<file path="src/rtl/pipeline_flush_ctrl.sv">
// Pipeline flush/stall/bubble controller with a registered fetch redirect.
// Resolves branch mispredicts, exceptions, ertn and idle into per-stage squash/hold controls.
module pipeline_flush_ctrl #(
  parameter int ADDR_WIDTH = 32,
  parameter int STAGES     = 5,
  parameter int MISS_STAGE = 2,
  parameter int EXC_STAGE  = 3
) (
  input  logic                  clk,
  input  logic                  rst,
  input  logic                  predict_miss,
  input  logic [ADDR_WIDTH-1:0] real_addr,
  input  logic                  exp_en,
  input  logic [ADDR_WIDTH-1:0] trap_entry,
  input  logic                  e_ret,
  input  logic [ADDR_WIDTH-1:0] epc,
  input  logic                  idle_req,
  input  logic [STAGES-1:0]     stall_req,
  input  logic                  redirect_ready,
  output logic [STAGES-1:0]     flush,
  output logic [STAGES-1:0]     stall,
  output logic [STAGES-1:0]     bubble,
  output logic                  redirect_valid,
  output logic [ADDR_WIDTH-1:0] redirect_pc,
  output logic                  idle_state,
  output logic [31:0]           flush_cnt
);

  typedef enum logic [1:0] {
    ST_RUN      = 2'd0,
    ST_REDIRECT = 2'd1,
    ST_IDLE     = 2'd2
  } state_t;

  // Mask with bits [n-1:0] set; used for the per-event squash ranges.
  function automatic logic [STAGES-1:0] low_mask(input int n);
    logic [STAGES-1:0] m;
    m = '0;
    for (int i = 0; i < STAGES; i++) begin
      if (i < n) m[i] = 1'b1;
    end
    return m;
  endfunction

  localparam logic [STAGES-1:0] EXC_MASK  = low_mask(EXC_STAGE + 1);
  localparam logic [STAGES-1:0] IDLE_MASK = low_mask(EXC_STAGE);
  localparam logic [STAGES-1:0] MISS_MASK = low_mask(MISS_STAGE);

  state_t                  state;
  state_t                  state_next;
  logic [ADDR_WIDTH-1:0]   pc_q;
  logic [31:0]             cnt_q;

  logic                    take_exc;
  logic                    take_ret;
  logic                    take_miss;
  logic                    take_idle;
  logic                    load;
  logic [ADDR_WIDTH-1:0]   load_pc;
  logic [STAGES-1:0]       stall_raw;
  logic [STAGES-1:0]       bubble_raw;

  // Event qualification: which inputs count as events depends on the current state.
  always_comb begin
    // NOTE: every signal written here gets a default first so no latch is inferred.
    take_exc  = 1'b0;
    take_ret  = 1'b0;
    take_miss = 1'b0;
    take_idle = 1'b0;
    case (state)
      ST_RUN: begin
        take_exc  = exp_en;
        take_ret  = e_ret & ~exp_en;
        take_idle = idle_req & ~exp_en & ~e_ret;
        take_miss = predict_miss & ~exp_en & ~e_ret & ~idle_req;
      end
      ST_REDIRECT: begin
        take_exc = exp_en;
        take_ret = e_ret & ~exp_en;
      end
      ST_IDLE: begin
        take_exc = exp_en;
      end
      default: ;
    endcase
  end

  assign load    = take_exc | take_ret | take_miss;
  assign load_pc = take_exc ? trap_entry :
                   take_ret ? epc        : real_addr;

  // State register
  always_ff @(posedge clk or posedge rst) begin
    if (rst) begin
      state <= ST_RUN;
    end else begin
      // NOTE: sequential state uses non-blocking assignments so all flops update together.
      state <= state_next;
    end
  end

  // Next-state logic
  always_comb begin
    state_next = state;
    case (state)
      ST_RUN: begin
        if (load)           state_next = ST_REDIRECT;
        else if (take_idle) state_next = ST_IDLE;
      end
      ST_REDIRECT: begin
        if (load)                state_next = ST_REDIRECT;
        else if (redirect_ready) state_next = ST_RUN;
      end
      ST_IDLE: begin
        if (load) state_next = ST_REDIRECT;
      end
      default: state_next = ST_RUN;
    endcase
  end

  // Output logic: squash ranges plus the standing fetch squash while redirecting or idle.
  always_comb begin
    flush = '0;
    case (state)
      ST_REDIRECT, ST_IDLE: flush[0] = 1'b1;
      default: ;
    endcase
    if (take_exc || take_ret) flush = flush | EXC_MASK;
    else if (take_idle)       flush = flush | IDLE_MASK;
    else if (take_miss)       flush = flush | MISS_MASK;

    redirect_valid = (state == ST_REDIRECT);
    idle_state     = (state == ST_IDLE);
  end

  // A stall anywhere downstream holds every upstream stage; a bubble enters at the boundary.
  always_comb begin
    stall_raw  = '0;
    bubble_raw = '0;
    for (int i = 0; i < STAGES; i++) begin
      stall_raw[i] = |(stall_req >> i);
    end
    for (int i = 0; i < STAGES - 1; i++) begin
      bubble_raw[i+1] = stall_raw[i] & ~stall_raw[i+1];
    end
    stall  = stall_raw & ~flush;
    bubble = bubble_raw & ~flush;
  end

  // Redirect target and saturating event counter
  always_ff @(posedge clk or posedge rst) begin
    if (rst) begin
      pc_q  <= '0;
      cnt_q <= '0;
    end else if (load) begin
      pc_q <= load_pc;
      if (cnt_q != 32'hFFFF_FFFF) cnt_q <= cnt_q + 32'd1;
    end
  end

  assign redirect_pc = pc_q;
  assign flush_cnt   = cnt_q;

endmodule

</file>
<file path="config.mk">
export PLATFORM = sky130hd
export DESIGN_NAME = pipeline_flush_ctrl
export DESIGN_NICKNAME = d
export VERILOG_FILES = /design/src/rtl/pipeline_flush_ctrl.sv
export SDC_FILE = /design/constraint.sdc
export NUM_CORES = 1
export LEC_CHECK = 0
export ABC_CLOCK_PERIOD_IN_PS = 1900
export BUFFER_PORTS_ARGS = -buffer_cell sky130_fd_sc_hd__buf_2
export CORE_MARGIN = 5
export CORE_UTILIZATION = 42
export DETAILED_ROUTE_END_ITERATION = 10
export GPL_TIMING_DRIVEN = 0
export PLACE_DENSITY = 0.77
export SYNTH_ARGS = -nofsm -noshare
export SYNTH_HDL_FRONTEND = slang
export SYNTH_SLANG_ARGS = --single-unit
</file>
<file path="constraint.sdc">
create_clock -name clk -period 1.9 [get_ports clk]
set_input_delay 0.095 -clock clk [delete_from_list [all_inputs] [get_ports clk]]
set_output_delay 0.095 -clock clk [all_outputs]
set_load 0.05 [all_outputs]
</file>
==> summary.txt <==
Critical path
  – WP data required: 1800 ps
  – Worst Path Max Fanout: 6
  – Startpoint types: register
  – Kind of critical path: register to output pin
  – CP most frequent cell: or2_4
  – Worst Path Arrival: 2020 ps
  – Crit path max-delay family: simple AND/OR/NAND/NOR gates
  – WP depth: 8
  – Crit path buffers/inverters: 2
  – Launching point of the worst reg2reg path: state[1]
  – Critical-path cell list: inv_4, ha_4, or2_4, nand2_8, nand3_4, or2_4, a21oi_4, buf_6
  – Setup crit end: stall[0]
  – Cells on worst reg2reg path: 9
  – RR Endpoint: redirect_pc[31]
  – Reg-to-reg setup timing slack: -210 ps
  – Slowest cell on crit path: dfrtp_2
  – CP max stage delay: 440 ps
  – Critical Path Source: state[1]
  – CP Capture Type: output pin

Pwr
  – Leakage Power: 0.002962 uW
  – Pwr Density: 1251 mW/mm^2
  – Maximum vdd drop: 1013 uV
  – Final Power: 7376 uW
  – Sw Ratio: 0.4771
  – Sequential Power Share: 0.281
  – Clock power share: 0.152
  – Comb pwr share: 0.568
  – Power Internal: 3857 uW
  – P_sw: 3519 uW

STA
  – Final Cycle Share: 1.114
  – Max_slew headroom: 0.2416
  – TNS Setup: -11440 ps
  – Slew @ Worst Pin: 1127 ps
  – Achievable Freq: 472.4 MHz
  – Final slew viol count: 0
  – Tmin final: 2117 ps
  – Final setup viols: 76
  – Hold Violations, Final: 0
  – RSZ-0062 raised after global routing: yes
  – Clock Skew: 5.742 ps
  – Final worst setup slack: -216.8 ps

Final layout
  – Nets: 698
  – Final Instance Count excl. Fillers: 698
  – Area growth, synth to finish: 56.75%
  – Antenna diodes: 0
  – Layout fillers: 667
  – Share of cells above drive strength 1: 0.5898
  – Register area: 0.001678 sq mm
  – Multi-input logic area: 0.002419 sq mm

Floorplanning
  – Core ar.: 0.008721 sq mm
  – Die W: 104.6 microns
  – Initial Utilization: 0.4313
  – Die area: 0.01095 sq mm
  – Chip height: 104.6 microns
  – Row count: 34
  – Top Ports: 189

Place
  – Placed Instances: 661
  – Gpl congestion: 0.9091
  – Port Buffers: 186
  – Hpwl dp: 8856 microns
  – Post-Place Worst Slack: -418.3 ps

Logic synthesis
  – Sequential fraction of the synthesis area: 0.4391
  – FF+latch count, synth: 66
  – Synthesized area: 0.003761 sq mm
  – Synth Flop Type: dfrtp_1
  – Count of different cell masters after synthesis: 43
  – Post-synth EDFFs: 0
  – Async SR Flop Fraction: 1.000
  – Syn avg cell area: 10.28 sq um
  – Syn. warnings: 0
  – Syn Inst Count: 366

CTS
  – Clk_lat worst skew: 330 ps
  – Clock sink count: 66
  – H-tree depth: 3
  – CTS tree: yes
  – Clk root buf: clkbuf_8
  – Clock Pin Slew Worst Setup and Hold Paths: 70 ps
  – TritonCTS buffer count: 9
  – Clock buffer depth: 2

Global routing
  – Overflow after GRT: 0
  – Vias in the first global route: 3854
  – Initial antenna violation count: 0
  – Global-route wire length before repair: 18910 microns
  – Largest net degree at the start of global routing: 67
  – Global-route usage over all layers: 0.2085

Flow run
  – Max Cap Viol: 0

Outcome
  – Failing checks: setup timing
  – Status: complete, but fails checks

Min path
  – HP Start: trap_entry[19]
  – Worst min path class: input pin to register

Routing
  – Detailed-route DRC error count: 0
  – Vias per cell: 5.225
  – Iter 0 DRT Violations: 80
  – Final WL: 11750 microns
  – Vias: 3647
  – Drt pass-1 iters: 4
  – ANT nets after route: 0
  – Routed length per instance: 16.83 microns
==> cells in the final DEF, fill, tap and decap left out, types with 20 or more instances in the layout <==
| cell type | netlist | final |
|---|---|---|
| a21o_1 | 33 | 32 |
| buf_4 | 8 | 20 |
| nor2_1 | 47 | 39 |
| buf_2 | 6 | 177 |
| dfrtp_1 | 66 | 45 |
| mux2i_1 | 33 | 30 |
| a211oi_2 | 0 | 32 |
| dfrtp_2 | 0 | 21 |
| xnor2_1 | 26 | 25 |
==> through the flow <==
| stage | hold WS (ps) | instance area [sq um] | utilization |
|---|---|---|---|
| after CTS | 163.1 | 5793 | 0.6643 |
| final | 178.5 | 5896 | 0.6760 |
| after detailed placement | 307.4 | 5285 | 0.6060 |
| after global placement | 455.4 | 5283 | 0.6057 |
| after floorplan | 350.2 | 4217 | - |
| after global routing | 194.0 | 5896 | 0.6760 |
==> registers in the layout (all words and copies together), names as in the netlist <==
signal	flops
flush_cnt	32
state	2
redirect_pc	32
==> worst min path at each step <==
stage          slack, ps  cells past startpoint               to
2_1_floorplan        350                      2        bubble[1]
3_3_place_gp         460                      1  redirect_pc[11]
3_5_place_dp         310                      2    flush_cnt[10]
4_1_cts              160                      4  redirect_pc[16]
5_1_grt              190                      4  redirect_pc[26]
6_report             180                      4  redirect_pc[19]
==> area by class of cell <==
type,instances,area share
clock buffer,11,0.02228
buffer,24,0.03947
sequential,66,0.2846
timing repair buffer,207,0.2065
tap,108,0.02292
inverter,6,0.004669
clock inverter,5,0.009338
multi-input combinational,271,0.4102
==> routing by layer <==
metal,share of wire,up-vias,wire length [microns],global-route usage
li1,-,1747,-,-
met1,0.39,1731,4598,0.2456
met2,0.51,143,5969,0.3534
met3,0.078,26,912,0.06535
met4,0.023,0,267,0.08402
met5,0,-,0,0
==> kinds of logic (layout without fill, tap and decap cells) <==
group,count (synthesis),count (layout),synth area share
AOI/OAI and AO/OA,77,77,0.1697
xor gates and xnor gates,29,29,0.06753
adders and majority gates,5,5,0.01663
buffers and inverters,30,253,0.04591
DFF,66,66,0.4391
muxes,34,34,0.09082
other,1,2,0.0009970
and+or+nand+nor,124,124,0.1693
==> power by group through the flow <==
| stage | clock [uW] | combinational (uW) | sequential (uW) |
|---|---|---|---|
| after floorplan | 0 | 1730 | 3270 |
| after global placement | 0 | 3760 | 2060 |
| after detailed placement | 0 | 3790 | 2080 |
| after CTS | 1150 | 4100 | 2060 |
| after global routing | 1220 | 4420 | 2130 |
| final | 1120 | 4190 | 2070 |
==> synthesized netlist by cell type, types with 4 or more instances <==
library cell / instances / area [sq um]
dfrtp_1: 66 / 1652
nor2_1: 47 / 176.4
a21o_1: 33 / 247.7
mux2i_1: 33 / 330.3
a211oi_1: 32 / 240.2
xnor2_1: 26 / 227.7
nand3_1: 17 / 85.08
nand2_1: 15 / 56.30
nand4_1: 10 / 62.56
and3_1: 8 / 50.05
buf_4: 8 / 60.06
clkbuf_1: 7 / 26.28
buf_2: 6 / 30.03
inv_1: 6 / 22.52
and4_1: 5 / 43.79
ha_1: 5 / 62.56
nor2b_1: 4 / 25.02
==> worst register-to-register path: stages, from the launching register on <==
cell	delay [ps]
dfrtp_2	440
inv_4	70
ha_4	170
or2_4	290
a221oi_4	360
buf_6	210
buf_4	150
buf_16	110
a211oi_2	40
a21o_1	170
==> what timing repair did <==
action                     in CTS  in global routing
resized for setup              52                 21
pin swaps                      13                 10
setup endpoints to repair      77                 77
buffers inserted               12                  5
hold buffers                    1                  0
hold endpoints to repair       66                  0
cloned                          3                  0
Note: power is estimated with default switching activity, not from simulation.
